File: src/rtl/rv32_pkg.sv
// Shared RV32 front-end types: instruction classes, packed control field,
// base opcodes and the fetch state encoding.
package rv32_pkg;

   typedef enum logic [2:0] {
      INST_R  = 3'd0,
      INST_I  = 3'd1,
      INST_S  = 3'd2,
      INST_SB = 3'd3,
      INST_UJ = 3'd4,
      INST_U  = 3'd5
   } inst_type_t;

   // Control field consumed by control_logic_unit: {funct7, funct3, opcode}.
   typedef struct packed {
      logic [6:0] funct7;
      logic [2:0] funct3;
      logic [6:0] opcode;
   } fop_t;

   typedef logic [31:0] b_t;

   localparam logic [6:0] OP_R      = 7'b0110011;
   localparam logic [6:0] OP_LOAD   = 7'b0000011;
   localparam logic [6:0] OP_IMM    = 7'b0010011;
   localparam logic [6:0] OP_JALR   = 7'b1100111;
   localparam logic [6:0] OP_STORE  = 7'b0100011;
   localparam logic [6:0] OP_BRANCH = 7'b1100011;
   localparam logic [6:0] OP_JAL    = 7'b1101111;
   localparam logic [6:0] OP_LUI    = 7'b0110111;
   localparam logic [6:0] OP_AUIPC  = 7'b0010111;

   typedef enum logic [1:0] {
      ST_FETCH = 2'd0,
      ST_WAIT  = 2'd1,
      ST_HOLD  = 2'd2,
      ST_HALT  = 2'd3
   } fetch_state_t;

endpackage

File: src/rtl/inst_classifier.sv
// Combinational decode of a fetched word into its instruction class and the
// masked {funct7, funct3, opcode} control field.
module inst_classifier
   import rv32_pkg::*;
(
   input  logic [31:0] word,
   output inst_type_t  i_type,
   output fop_t        field,
   output logic        illegal_inst
);

   logic [6:0] opcode;
   logic [2:0] funct3;
   logic       unused_bits;

   assign opcode      = word[6:0];
   assign funct3      = word[14:12];
   assign unused_bits = ^{word[24:15], word[11:7]};

   always_comb begin
      // NOTE: every output gets a default before the case so no latch is inferred.
      i_type       = INST_R;
      illegal_inst = 1'b0;
      field        = '0;
      case (opcode)
         OP_R:                      i_type = INST_R;
         OP_LOAD, OP_IMM, OP_JALR:  i_type = INST_I;
         OP_STORE:                  i_type = INST_S;
         OP_BRANCH:                 i_type = INST_SB;
         OP_JAL:                    i_type = INST_UJ;
         OP_LUI, OP_AUIPC:          i_type = INST_U;
         default:                   illegal_inst = 1'b1;
      endcase
      if (!illegal_inst) begin
         field.opcode = opcode;
         field.funct3 = (i_type == INST_U || i_type == INST_UJ) ? 3'b000 : funct3;
         // Shift-immediates carry funct7 as an operation selector (SRLI vs SRAI).
         if (opcode == OP_R || (opcode == OP_IMM && (funct3 == 3'b001 || funct3 == 3'b101)))
            field.funct7 = word[31:25];
      end
   end

endmodule

File: src/rtl/instruction_fetch_unit.sv
// Fetch stage: owns the PC, runs the imem req/ack handshake with a timeout,
// and holds one classified instruction for decode under valid/ready.
module instruction_fetch_unit
   import rv32_pkg::*;
#(
   parameter logic [31:0] RESET_PC = 32'h0000_0000,
   parameter int          TIMEOUT  = 16,
   parameter int          TO_W     = $clog2(TIMEOUT + 1)
) (
   input  logic        clk,
   input  logic        rst,
   output logic        imem_req,
   output logic [31:0] imem_addr,
   input  logic        imem_ack,
   input  logic [31:0] imem_rdata,
   input  logic        redirect_en,
   input  logic [31:0] redirect_pc,
   input  logic        dec_ready,
   output logic        inst_valid,
   output logic [16:0] instruction,
   output logic [2:0]  i_type,
   output logic [31:0] inst_raw,
   output logic [31:0] inst_pc,
   output logic        illegal_inst,
   output logic        fetch_fault
);

   fetch_state_t    state;
   logic [31:0]     pc;
   logic [31:0]     addr_q;
   logic [TO_W-1:0] cnt;
   logic            drop;

   inst_type_t cls_type;
   fop_t       cls_field;
   logic       cls_illegal;

   inst_classifier u_classifier (
      .word         (imem_rdata),
      .i_type       (cls_type),
      .field        (cls_field),
      .illegal_inst (cls_illegal)
   );

   // The request is a pure decode of state, masked while reset is asserted.
   assign imem_req  = !rst && (state == ST_FETCH || state == ST_WAIT);
   assign imem_addr = (state == ST_FETCH) ? pc : addr_q;

   always_ff @(posedge clk) begin
      // NOTE: sequential state uses non-blocking assignments so every register samples pre-edge values.
      if (rst) begin
         state        <= ST_FETCH;
         pc           <= RESET_PC;
         addr_q       <= RESET_PC;
         cnt          <= '0;
         drop         <= 1'b0;
         inst_valid   <= 1'b0;
         instruction  <= '0;
         i_type       <= '0;
         inst_raw     <= '0;
         inst_pc      <= '0;
         illegal_inst <= 1'b0;
         fetch_fault  <= 1'b0;
      end else begin
         case (state)
            ST_FETCH, ST_WAIT: begin
               if (imem_ack) begin
                  cnt  <= '0;
                  drop <= 1'b0;
                  if (redirect_en || drop) begin
                     // Word belongs to the abandoned path: discard and refetch.
                     state <= ST_FETCH;
                     if (redirect_en) pc <= redirect_pc & ~32'd3;
                  end else begin
                     state        <= ST_HOLD;
                     inst_valid   <= 1'b1;
                     instruction  <= cls_field;
                     i_type       <= cls_type;
                     inst_raw     <= imem_rdata;
                     inst_pc      <= imem_addr;
                     illegal_inst <= cls_illegal;
                  end
               end else begin
                  if (redirect_en) begin
                     pc   <= redirect_pc & ~32'd3;
                     drop <= 1'b1;
                  end
                  if (state == ST_FETCH) begin
                     addr_q <= pc;
                     cnt    <= '0;
                     state  <= ST_WAIT;
                  end else if (cnt == TO_W'(TIMEOUT - 1)) begin
                     fetch_fault <= 1'b1;
                     state       <= ST_HALT;
                  end else begin
                     cnt <= cnt + TO_W'(1);
                  end
               end
            end
            ST_HOLD: begin
               if (redirect_en) begin
                  pc         <= redirect_pc & ~32'd3;
                  inst_valid <= 1'b0;
                  state      <= ST_FETCH;
               end else if (dec_ready) begin
                  pc         <= pc + 32'd4;
                  inst_valid <= 1'b0;
                  state      <= ST_FETCH;
               end
            end
            default: ; // ST_HALT: only reset leaves
         endcase
      end
   end

endmodule

File: config.mk
export PLATFORM = sky130hd
export DESIGN_NAME = instruction_fetch_unit
export DESIGN_NICKNAME = d
export VERILOG_FILES = /design/src/rtl/rv32_pkg.sv /design/src/rtl/inst_classifier.sv /design/src/rtl/instruction_fetch_unit.sv
export SDC_FILE = /design/constraint.sdc
export NUM_CORES = 1
export LEC_CHECK = 0
export CELL_PAD_IN_SITES_DETAIL_PLACEMENT = 1
export CELL_PAD_IN_SITES_GLOBAL_PLACEMENT = 2
export CORE_ASPECT_RATIO = 1.5
export CORE_MARGIN = 1.5
export CORE_UTILIZATION = 30
export CTS_CLUSTER_DIAMETER = 60
export DETAILED_ROUTE_END_ITERATION = 16
export PLACE_DENSITY_LB_ADDON = 0.1
export SYNTH_ARGS = -nofsm -noshare
export SYNTH_HDL_FRONTEND = slang
export SYNTH_SLANG_ARGS = --single-unit
File: constraint.sdc
create_clock -name clk -period 5 [get_ports clk]
set_input_delay 0.5 -clock clk [delete_from_list [all_inputs] [get_ports clk]]
set_output_delay 0.5 -clock clk [all_outputs]
set_load 0.05 [all_outputs]
==> out/results.txt, run 1 <==
status = finished clean
Comb power frac = 19.9%
number of flops mapped to enable cells by yosys = 0
kind of critical path = flop to output port
Synth Area in Adders = 0.5476%
Final setup viols = 0
Simple-Gate Fraction of Synth Area = 20.30%
crit path to = imem_addr[11]
min cycle time layout = 3.685 ns
Hold Vio Cnt, Final = 0
CP max stage delay = 0.71 ns
area delta synth->final = 39.12%
TNS Setup = 0 ns
final max-slew violation count = 0
top cell type's share of synthesized area = 45.86%
slowest CP cell = clkdlybuf4s50_1
RSZ-0062 raised after global routing = no
Lkg Pwr = 3.690 nW
post_cts resized = 0
vias in the first global route = 7154
R2R Path End = instruction[10]$_SDFFE_PP0N_
Max VDD drop = 0.2305 mV
vias per inst = 5.231
Slew headroom = 37.85%
switching share of power = 29.89%
cells on worst reg2reg path = 5
Clock Sinks = 157
Critical Path AT = 3.19 ns
# diodes = 0
Worst Skew = 0.008621 ns
R2R Path Start = state[1]$_SDFFE_PP0P_
total of max-cap violations = 0
reg-to-reg setup timing slack = 2.51 ns
fillers = 2623
CTS Buffer Depth = 2
Synth Register Bits = 157
hpwl dp = 16260 um
Root Buffer = clkbuf_16
Syn Std Cell Area = 6854 um^2
syn nets = 898
drt first pass iters = 4
Cell variety after synth = 59
Synth Area in Compound Gates = 21.67%
Starting Density = 30.62%
Worst Min Path Start = inst_raw[21]$_SDFFE_PP0N_
required time worst endpoint = 4.50 ns
clock latency on the worst-skew pair = 0.43 ns
switching power = 0.001059 W
Cell Chain, Critical Path = nor2_4 -> buf_4 -> mux2i_1 -> inv_1 -> clkdlybuf4s50_1
# nets final = 1049
CTS Buf Count = 17
DRT Wirelength = 22830 um
hold-fix buffers at CTS = 0
CP startpoint kind = flop
width of the die = 126.4 um
Main synth FF type = dfxtp_1
PD cells = 371.4 nW/um^2
drt wl/cell = 18.04 um
layout cells sized above 1 = 5.056%
ranking of synthesized cells by area = dfxtp_1, a211oi_1, nand2_1, mux2i_1, nor2_1
Antenna Violating Nets Remaining = 0
Die Ht = 188.1 um
Core Footprint = 22380 um^2
Die ar. = 23780 um^2
post-route clock period utilization = 73.70%
antenna violations before repair = 0
largest family of logic cells by synthesized area = compound AO/OA/AOI/OAI gates
GP Congestion = 0.7864
total grt overflow = 0
Worst setup EP type = output port
Tightest Pin Transition = 0.9322 ns
worst-path fanout max = 18
# port buffers = 186
TritonCTS clock tree = yes
Clock Power Share = 40.7%
1st-iter DRT viols = 280
Avg Synthesized Cell Area = 8.298 um^2
H-tree depth = 4
most numerous cell in the Yosys netlist = dfxtp_1
setup bufs post-CTS = 0
# DRC = 0
Site Rows = 67
Syn Inst Count = 826
XOR/XNOR Fraction of Synth Area = 0%
final core occ = 42.60%
cell taking the most area after synthesis = dfxtp_1
mux cell area share after synthesis = 5.842%
first-pass GRT wire length = 37290 um
Fmax achieved = 0.2714 GHz
Yosys warnings = 0
gr usage total = 19.77%
largest net degree at the start of global routing = 75
top cells by count, synth = dfxtp_1, nand2_1, nor2_1, a21oi_1, a211oi_1
via count = 6617
clock transition at the registers of the reported paths = 0.06 ns
register area share after synthesis = 45.86%
I/O pin cnt = 189
sequential power share = 39.3%
total internal power = 0.002483 W
Worst Setup SP = state[1]$_SDFFE_PP0P_
asr flop ratio synth = 0%
worst hold path class = flop to flop
==> worst max-delay path: cells and delay by family, from the launching register on <==
kind,cells,cell delay [ns]
buffers and inverters,3,1.20
AND/OR/NAND/NOR,1,0.61
multiplexers,1,0.39
flip-flops,1,0.54
==> layout by cell type (no fill, tap or decap), drive strengths merged, types with 6 or more instances in the layout <==
cell / synthesis / layout
nor3: 8 / 8
a221oi: 6 / 6
dfxtp: 157 / 157
nand4: 8 / 8
clkdlybuf4s50: 0 / 185
buf: 8 / 9
nand3: 26 / 26
a21oi: 73 / 73
o21ai: 26 / 26
a211oi: 69 / 69
nor2b: 10 / 10
a22o: 10 / 10
mux2i: 40 / 40
nand2: 112 / 112
and3: 7 / 7
clkbuf: 54 / 20
nor2: 99 / 99
and4: 7 / 7
inv: 38 / 38
==> layer usage <==
layer	share of wire [%]	GRT usage [%]	wire length [um]
met3	5.9	6.020	1346
met4	2.9	8.576	664
met5	0	0	0
met2	52	35.77	11870
met1	39	20.98	8950
==> power by group through the flow <==
stage / clock [W] / sequential [W] / combinational (W)
2_1_floorplan: 0 / 0.00151 / 0.000354
3_3_place_gp: 0 / 0.00142 / 0.000698
3_5_place_dp: 0 / 0.00142 / 0.000714
4_1_cts: 0.00148 / 0.00139 / 0.000716
5_1_grt: 0.00153 / 0.00141 / 0.000760
6_report: 0.00144 / 0.00139 / 0.000706
==> sequential cells by signal, indices dropped and copies added (netlist names) <==
name          flops
addr_q           32
cnt               5
drop              1
fetch_fault       1
i_type            3
illegal_inst      1
inst_pc          32
inst_raw         32
inst_valid        1
instruction      17
pc               30
state             2
==> through the flow <==
step | cell area [um^2] | power (W) | std cells | hold slack [ns] | setup WS (ns)
after detailed placement | 8889 | 0.002134 | 1234 | 0.4409 | 1.719
after floorplan | 6854 | 0.001866 | 826 | 0.4214 | 2.784
after global routing | 9535 | 0.003699 | 1265 | 0.4754 | 1.115
after CTS | 9535 | 0.003593 | 1265 | 0.4586 | 1.257
final | 9535 | 0.003542 | 1265 | 0.4546 | 1.315
after global placement | 8889 | 0.002114 | 1234 | 0.4387 | 1.814
==> logic make-up (layout without fill, tap and decap cells) <==
| group | count (synthesis) | after routing |
|---|---|---|
| buffers and inverters | 100 | 263 |
| muxes | 40 | 40 |
| AOI/OAI and AO/OA | 226 | 226 |
| and+or+nand+nor | 300 | 300 |
| DFF | 157 | 157 |
| adders and majority gates | 3 | 3 |
==> final cells by class <==
class / instances / area, um^2 / area share [%]
Clock inverter: 11 / 190.2 / 1.994
Sequential cell: 157 / 3143 / 32.96
Multi-Input combinational cell: 569 / 3338 / 35.01
Inverter: 38 / 142.6 / 1.496
Tap cell: 276 / 345.3 / 3.622
Clock buffer: 20 / 456.7 / 4.789
Timing Repair Buffer: 194 / 1919 / 20.13
==> worst min-delay path by stage <==
stage | to | cells past startpoint
floorplan | addr_q[0]$_SDFFE_PP0P_ | 1
finish | inst_raw[21]$_SDFFE_PP0N_ | 2
detailed placement | addr_q[1]$_SDFFE_PP0P_ | 1
CTS | inst_raw[21]$_SDFFE_PP0N_ | 2
global route | inst_raw[21]$_SDFFE_PP0N_ | 2
global placement | addr_q[1]$_SDFFE_PP0P_ | 1
No activity file was read; power rests on OpenSTA's default activity.
==> run 2: changes to the inputs <==
--- a/config.mk
+++ b/config.mk
@@ -9,7 +9,7 @@
 export CELL_PAD_IN_SITES_GLOBAL_PLACEMENT = 2
 export CORE_ASPECT_RATIO = 1.5
 export CORE_MARGIN = 1.5
-export CORE_UTILIZATION = 30
+export CORE_UTILIZATION = 28
 export CTS_CLUSTER_DIAMETER = 60
 export DETAILED_ROUTE_END_ITERATION = 16
 export PLACE_DENSITY_LB_ADDON = 0.1
==> constraint.sdc (replaced) <==
create_clock -name clk -period 3.8 [get_ports clk]
set_input_delay 0.38 -clock clk [delete_from_list [all_inputs] [get_ports clk]]
set_output_delay 0.38 -clock clk [all_outputs]
set_load 0.05 [all_outputs]
==> run 2 against run 1 <==
Sequential share of layout area decreased by 0.11 points. Sequential power rose by 32%. Flip-flop and latch count unchanged. Wire length rose by 0.37%. Clock-buffer cell count increased by 2. Worst hold slack is essentially flat. Core utilization decreased by 3.0 points. Total power up 25%. Critical endpoint is now imem_addr[9]. Highest routed layer unchanged.
==> out/results.txt, run 2 (synthesized netlist as in run 1, its figures left out) <==
status = finished clean (unchanged)
slowest CP cell = clkdlybuf4s50_1 (unchanged)
Fmax achieved = 0.3119 GHz
TritonCTS clock tree = yes (unchanged)
total of max-cap violations = 0 (unchanged)
Worst Skew = 0.01106 ns (was 0.008621 ns)
R2R Path End = instruction[14]$_SDFFE_PP0N_ (was instruction[10]$_SDFFE_PP0N_)
post_cts resized = 0 (unchanged)
# diodes = 0 (unchanged)
GP Congestion = 0.7440 (was 0.7864)
TNS Setup = 0 ns (unchanged)
min cycle time layout = 3.206 ns
via count = 6489 (was 6617)
Critical Path AT = 2.83 ns (was 3.19 ns)
first-pass GRT wire length = 36960 um (was 37290 um)
Final setup viols = 0 (unchanged)
Clock Sinks = 157 (unchanged)
vias in the first global route = 6624 (was 7154)
R2R Path Start = state[1]$_SDFFE_PP0P_ (unchanged)
Tightest Pin Transition = 0.9564 ns (was 0.9322 ns)
fillers = 2897 (was 2623)
required time worst endpoint = 3.42 ns (was 4.50 ns)
Site Rows = 70 (was 67)
drt first pass iters = 4 (unchanged)
Placed Area = 9011 um^2 (was 8889 um^2)
layout cells sized above 1 = 5.141% (was 5.056%)
hold path depth = 2 (unchanged)
Slew headroom = 36.24% (was 37.85%)
most common cell after layout, fill and taps aside = clkdlybuf4s50_1 (unchanged)
Antenna Violating Nets Remaining = 0 (unchanged)
vias per inst = 4.931 (was 5.231)
kind of critical path = flop to output port (unchanged)
# DRC = 0 (unchanged)
post-route clock period utilization = 84.36%
gr usage total = 18.74% (was 19.77%)
setup bufs post-CTS = 0 (unchanged)
drt wl/cell = 17.41 um (was 18.04 um)
Buf/Inv on CP = 3 (unchanged)
1st-iter DRT viols = 218 (was 280)
CTS Buffer Depth = 2 (unchanged)
Core Footprint = 24170 um^2 (was 22380 um^2)
# port buffers = 186 (unchanged)
width of the die = 130.7 um (was 126.4 um)
CP startpoint kind = flop (unchanged)
hold-fix buffers at CTS = 0 (unchanged)
Largest regs = addr_q: 32 flops, inst_pc: 32 flops, inst_raw: 32 flops (unchanged)
Worst setup EP type = output port (unchanged)
clock latency on the worst-skew pair = 0.43 ns (about the same)
Worst Min Path Start = rst (was inst_raw[21]$_SDFFE_PP0N_)
largest net degree at the start of global routing = 101 (was 75)
antenna violations before repair = 0 (unchanged)
most frequent cells in the layout = clkdlybuf4s50_1, dfxtp_1, nand2_1 (unchanged)
cells on worst reg2reg path = 6 (was 5)
RSZ-0062 raised after global routing = no (unchanged)
Die Ht = 194.6 um (was 188.1 um)
Final Cell Area = 9567 um^2 (was 9535 um^2)
worst-path fanout max = 20 (was 18)
cell family with the largest share of critical-path delay = buffers and inverters (unchanged)
Cell Chain, Critical Path = nor2_4 -> buf_12 -> mux2i_1 -> inv_1 -> clkdlybuf4s50_1 (was nor2_4 -> buf_4 -> mux2i_1 -> inv_1 -> clkdlybuf4s50_1)
Max VDD drop = 0.3256 mV (was 0.2305 mV)
DRT Wirelength = 22910 um (was 22830 um)
Hold Vio Cnt, Final = 0 (unchanged)
total grt overflow = 0 (unchanged)
Root Buffer = clkbuf_16 (unchanged)
hold worst-path end = pc[5]$_SDFFE_PP0P_ (was inst_raw[21]$_SDFFE_PP0N_)
# nets final = 1054 (was 1049)
CTS Buf Count = 17 (unchanged)
I/O pin cnt = 189 (unchanged)
PD cells = 464.2 nW/um^2 (was 371.4 nW/um^2)
clock transition at the registers of the reported paths = 0.06 ns (about the same)
area delta synth->final = 39.58% (was 39.12%)
hpwl dp = 15920 um (was 16260 um)
final max-slew violation count = 0 (unchanged)
reg-to-reg setup timing slack = 1.34 ns (was 2.51 ns)
Lkg Pwr = 3.690 nW (about the same)
Starting Density = 28.35% (was 30.62%)
worst hold path class = input port to flop (was flop to flop)
Die ar. = 25450 um^2 (was 23780 um^2)
CP max stage delay = 0.70 ns (was 0.71 ns)
H-tree depth = 4 (unchanged)
==> run 2: power by group <==
group / switching (W) / internal (W) / total, W
registers: 0.0000823 / 0.00175 / 0.00183
clock network: 0.000679 / 0.000989 / 0.00167
logic: 0.000609 / 0.000335 / 0.000944
==> run 2: metrics by stage <==
step	instances	worst slack, ns	hold WS (ns)	util (%)	power, W
2_1_floorplan	826	1.817	0.4214	-	0.002455
3_3_place_gp	1287	0.8972	0.4398	37.28	0.002815
3_5_place_dp	1287	0.8760	0.4422	37.28	0.002824
4_1_cts	1316	0.5017	0.4559	39.58	0.004519
5_1_grt	1316	0.4038	0.4736	39.58	0.004656
6_report	1316	0.5943	0.4545	39.58	0.004441
==> run 2: per-layer routing <==
metal  routed length [um]  share of wire, %  up-vias  GRT usage [%]
met5                    0                 0        -              0
met4                  280               1.2        0          5.047
met3                 1527               6.7       19          6.771
met2                11480                50      147          31.91
met1                 9619                42     3098          21.94
li1                     -                 -     3225              -
==> run 2: final cells by class <==
| cell class | count | area [um^2] | area share (%) |
|---|---|---|---|
| Clock buffer | 22 | 464.2 | 4.852 |
| Clock inverter | 7 | 91.34 | 0.9547 |
| Inverter | 38 | 142.6 | 1.491 |
| Multi-Input combinational cell | 569 | 3338 | 34.89 |
| Sequential cell | 157 | 3143 | 32.85 |
| Tap cell | 324 | 405.4 | 4.238 |
| Timing Repair Buffer | 199 | 1982 | 20.72 |
==> run 2: worst max-delay path by stage <==
stage	from	endpoint	slack [ns]	depth (start not counted)
finish	state[0]$_SDFFE_PP0P_	imem_addr[9]	0.59	5
detailed placement	imem_ack	instruction[14]$_SDFFE_PP0N_	0.88	6
global placement	imem_ack	instruction[12]$_SDFFE_PP0N_	0.90	6
CTS	state[0]$_SDFFE_PP0P_	imem_addr[9]	0.50	5
floorplan	state[1]$_SDFFE_PP0P_	imem_addr[10]	1.82	6
global route	state[0]$_SDFFE_PP0P_	imem_addr[8]	0.40	5
==> run 2: worst reg2reg max path: cells and delay by family, from the launching register on <==
family          cells  cell delay (ns)
simple gates        4             1.67
buf+inv             1             0.20
compound gates      1             0.21
flops               1             0.33
==> run 3: changes to the inputs <==
--- a/config.mk
+++ b/config.mk
@@ -9,7 +9,7 @@
 export CELL_PAD_IN_SITES_GLOBAL_PLACEMENT = 2
 export CORE_ASPECT_RATIO = 1.5
 export CORE_MARGIN = 1.5
-export CORE_UTILIZATION = 28
+export CORE_UTILIZATION = 25
 export CTS_CLUSTER_DIAMETER = 60
 export DETAILED_ROUTE_END_ITERATION = 16
 export PLACE_DENSITY_LB_ADDON = 0.1
==> constraint.sdc (replaced) <==
create_clock -name clk -period 2.6 [get_ports clk]
set_input_delay 0.26 -clock clk [delete_from_list [all_inputs] [get_ports clk]]
set_output_delay 0.26 -clock clk [all_outputs]
set_load 0.05 [all_outputs]
==> run 3 against run 2 <==
Register-to-register slack worse by 0.83 ns. Clock-buffer cell count shrank 2. Core utilization shrank 3.6 points. Highest routed layer unchanged. Wire length is 4.0% higher. Setup slack worse by 0.39 ns. Combinational power increased by 48%.
==> out/results.txt, run 3 (synthesized netlist as in run 1, its figures left out) <==
status = finished clean (unchanged)
slowest CP cell = dfxtp_2 (was clkdlybuf4s50_1)
Die ar. = 28440 um^2 (was 25450 um^2)
Starting Density = 25.27% (was 28.35%)
clock transition at the registers of the reported paths = 0.06 ns (about the same)
Critical Path AT = 2.14 ns (was 2.83 ns)
worst hold path class = input port to flop (unchanged)
Root Buffer = clkbuf_16 (unchanged)
Max VDD drop = 0.4664 mV (was 0.3256 mV)
total of max-cap violations = 0 (unchanged)
# nets final = 1070 (was 1054)
final core occ = 35.99% (was 39.58%)
Lkg Pwr = 3.861 nW (was 3.690 nW)
final max-slew violation count = 0 (unchanged)
min cycle time layout = 2.395 ns
width of the die = 138.2 um (was 130.7 um)
post-route clock period utilization = 92.12%
Worst setup EP type = output port (unchanged)
clock latency on the worst-skew pair = 0.43 ns (about the same)
Slew headroom = 53.54% (was 36.24%)
fillers = 3187 (was 2897)
cells on worst reg2reg path = 7 (was 6)
Fmax achieved = 0.4175 GHz
R2R Path End = pc[24]$_SDFFE_PP0P_ (was instruction[14]$_SDFFE_PP0N_)
Largest regs = addr_q: 32 flops, inst_pc: 32 flops, inst_raw: 32 flops (unchanged)
# diodes = 0 (unchanged)
CP max stage delay = 0.41 ns (was 0.70 ns)
total grt overflow = 0 (unchanged)
vias in the first global route = 6784 (was 6624)
hold path depth = 2 (unchanged)
area delta synth->final = 42.44% (was 39.58%)
Antenna Violating Nets Remaining = 0 (unchanged)
Buf/Inv on CP = 4 (was 3)
Final setup viols = 0 (unchanged)
Die Ht = 205.8 um (was 194.6 um)
GP Congestion = 0.7602 (was 0.7440)
required time worst endpoint = 2.34 ns (was 3.42 ns)
Tightest Pin Transition = 0.6961 ns (was 0.9564 ns)
1st-iter DRT viols = 284 (was 218)
cell family with the largest share of critical-path delay = buffers and inverters (unchanged)
Hold Vio Cnt, Final = 0 (unchanged)
most frequent cells in the layout = dfxtp_1, clkdlybuf4s50_1, nand2_1 (was clkdlybuf4s50_1, dfxtp_1, nand2_1)
Crit. path cell count = 6 (was 5)
drt first pass iters = 4 (unchanged)
gr usage total = 17.10% (was 18.74%)
reg-to-reg setup timing slack = 0.51 ns (was 1.34 ns)
TNS Setup = 0 ns (unchanged)
I/O pin cnt = 189 (unchanged)
# DRC = 0 (unchanged)
via count = 6495 (was 6489)
Cell Chain, Critical Path = buf_4 -> nor2_4 -> buf_4 -> mux2i_1 -> inv_1 -> buf_4 (was nor2_4 -> buf_12 -> mux2i_1 -> inv_1 -> clkdlybuf4s50_1)
DRT Wirelength = 23820 um (was 22910 um)
H-tree depth = 4 (unchanged)
Worst Min Path Start = rst (unchanged)
Clock Sinks = 157 (unchanged)
Site Rows = 74 (was 70)
hold worst-path end = cnt[2]$_SDFFE_PP0P_ (was pc[5]$_SDFFE_PP0P_)
layout cells sized above 1 = 10.58% (was 5.141%)
largest net degree at the start of global routing = 63 (was 101)
drt wl/cell = 17.60 um (was 17.41 um)
CTS Buf Count = 17 (unchanged)
CP startpoint kind = flop (unchanged)
non-filler instance count after layout = 1353 (was 1316)
CTS Buffer Depth = 2 (unchanged)
most common cell after layout, fill and taps aside = dfxtp_1 (was clkdlybuf4s50_1)
PD cells = 681.8 nW/um^2 (was 464.2 nW/um^2)
first-pass GRT wire length = 38340 um (was 36960 um)
hpwl dp = 16930 um (was 15920 um)
kind of critical path = flop to output port (unchanged)
worst-path fanout max = 13 (was 20)
# port buffers = 186 (unchanged)
Worst Skew = 0.004744 ns (was 0.01106 ns)
DP Cell Count = 1321 (was 1287)
vias per inst = 4.800 (was 4.931)
TritonCTS clock tree = yes (unchanged)
most used cell, CP = buf_4
RSZ-0062 raised after global routing = no (unchanged)
R2R Path Start = pc[2]$_SDFFE_PP0P_ (was state[1]$_SDFFE_PP0P_)
hold-fix buffers at CTS = 0 (unchanged)
Core Footprint = 27130 um^2 (was 24170 um^2)
antenna violations before repair = 0 (unchanged)
[run 3: cell types whose count changed in the layout (fill, tap and decap cells not counted), moves of 2 or more]
cell,change
buf_4,+42
clkdlybuf4s50_1,-33
buf_12,+7
clkbuf_1,-3
clkinv_4,+2
clkinvlp_4,+2
inv_6,+2
[run 3: power by group]
part / switching, W / internal, W / total (W) / leakage [nW]
clock: 0.00108 / 0.00150 / 0.00258 / 0.289
sequential: 0.000121 / 0.00255 / 0.00267 / 1.29
combinational: 0.000900 / 0.000502 / 0.00140 / 2.28
total: 0.00210 / 0.00455 / 0.00666 / 3.86
[run 3: cell type report]
| class | count | area, um^2 | area share, % |
|---|---|---|---|
| clock inverter | 12 | 136.4 | 1.397 |
| clock buffer | 20 | 466.7 | 4.780 |
| sequential | 157 | 3144 | 32.21 |
| inverter | 38 | 142.6 | 1.461 |
| timing repair buffer | 215 | 2107 | 21.58 |
| tap | 342 | 427.9 | 4.383 |
| multi-input combinational | 569 | 3338 | 34.19 |
[run 3: metrics by stage]
| stage | setup WS (ns) | instance area (um^2) | hold WS (ns) | total power (W) |
|---|---|---|---|---|
| after floorplan | 0.7373 | 6854 | 0.3856 | 0.003588 |
| after global placement | 0.2566 | 9159 | 0.4353 | 0.004144 |
| after detailed placement | 0.2500 | 9159 | 0.4427 | 0.004153 |
| after CTS | 0.01829 | 9762 | 0.1303 | 0.006789 |
| after global routing | 0.05796 | 9763 | 0.1429 | 0.006995 |
| final | 0.2049 | 9763 | 0.1334 | 0.006657 |
[run 3: what timing repair did]
action | in CTS | in global routing
buffers inserted | 0 | 0
resized for setup | 0 | 1
endpoints found under the setup margin | 0 | 23
[run 3: metal layers]
layer,vias up,global-route usage [%],routed length [um]
met5,-,0,0
met4,0,5.150,311
met3,16,5.306,1498
met2,138,30.60,12080
met1,3073,19.43,9929
li1,3268,-,-
[run 3: worst max path at each step]
stage / startpoint / endpoint / slack (ns)
2_1_floorplan: state[1]$_SDFFE_PP0P_ / imem_addr[10] / 0.74
3_3_place_gp: imem_ack / instruction[14]$_SDFFE_PP0N_ / 0.26
3_5_place_dp: imem_ack / instruction[12]$_SDFFE_PP0N_ / 0.25
4_1_cts: state[1]$_SDFFE_PP0P_ / imem_addr[30] / 0.02
5_1_grt: state[1]$_SDFFE_PP0P_ / imem_addr[21] / 0.06
6_report: state[1]$_SDFFE_PP0P_ / imem_addr[30] / 0.20
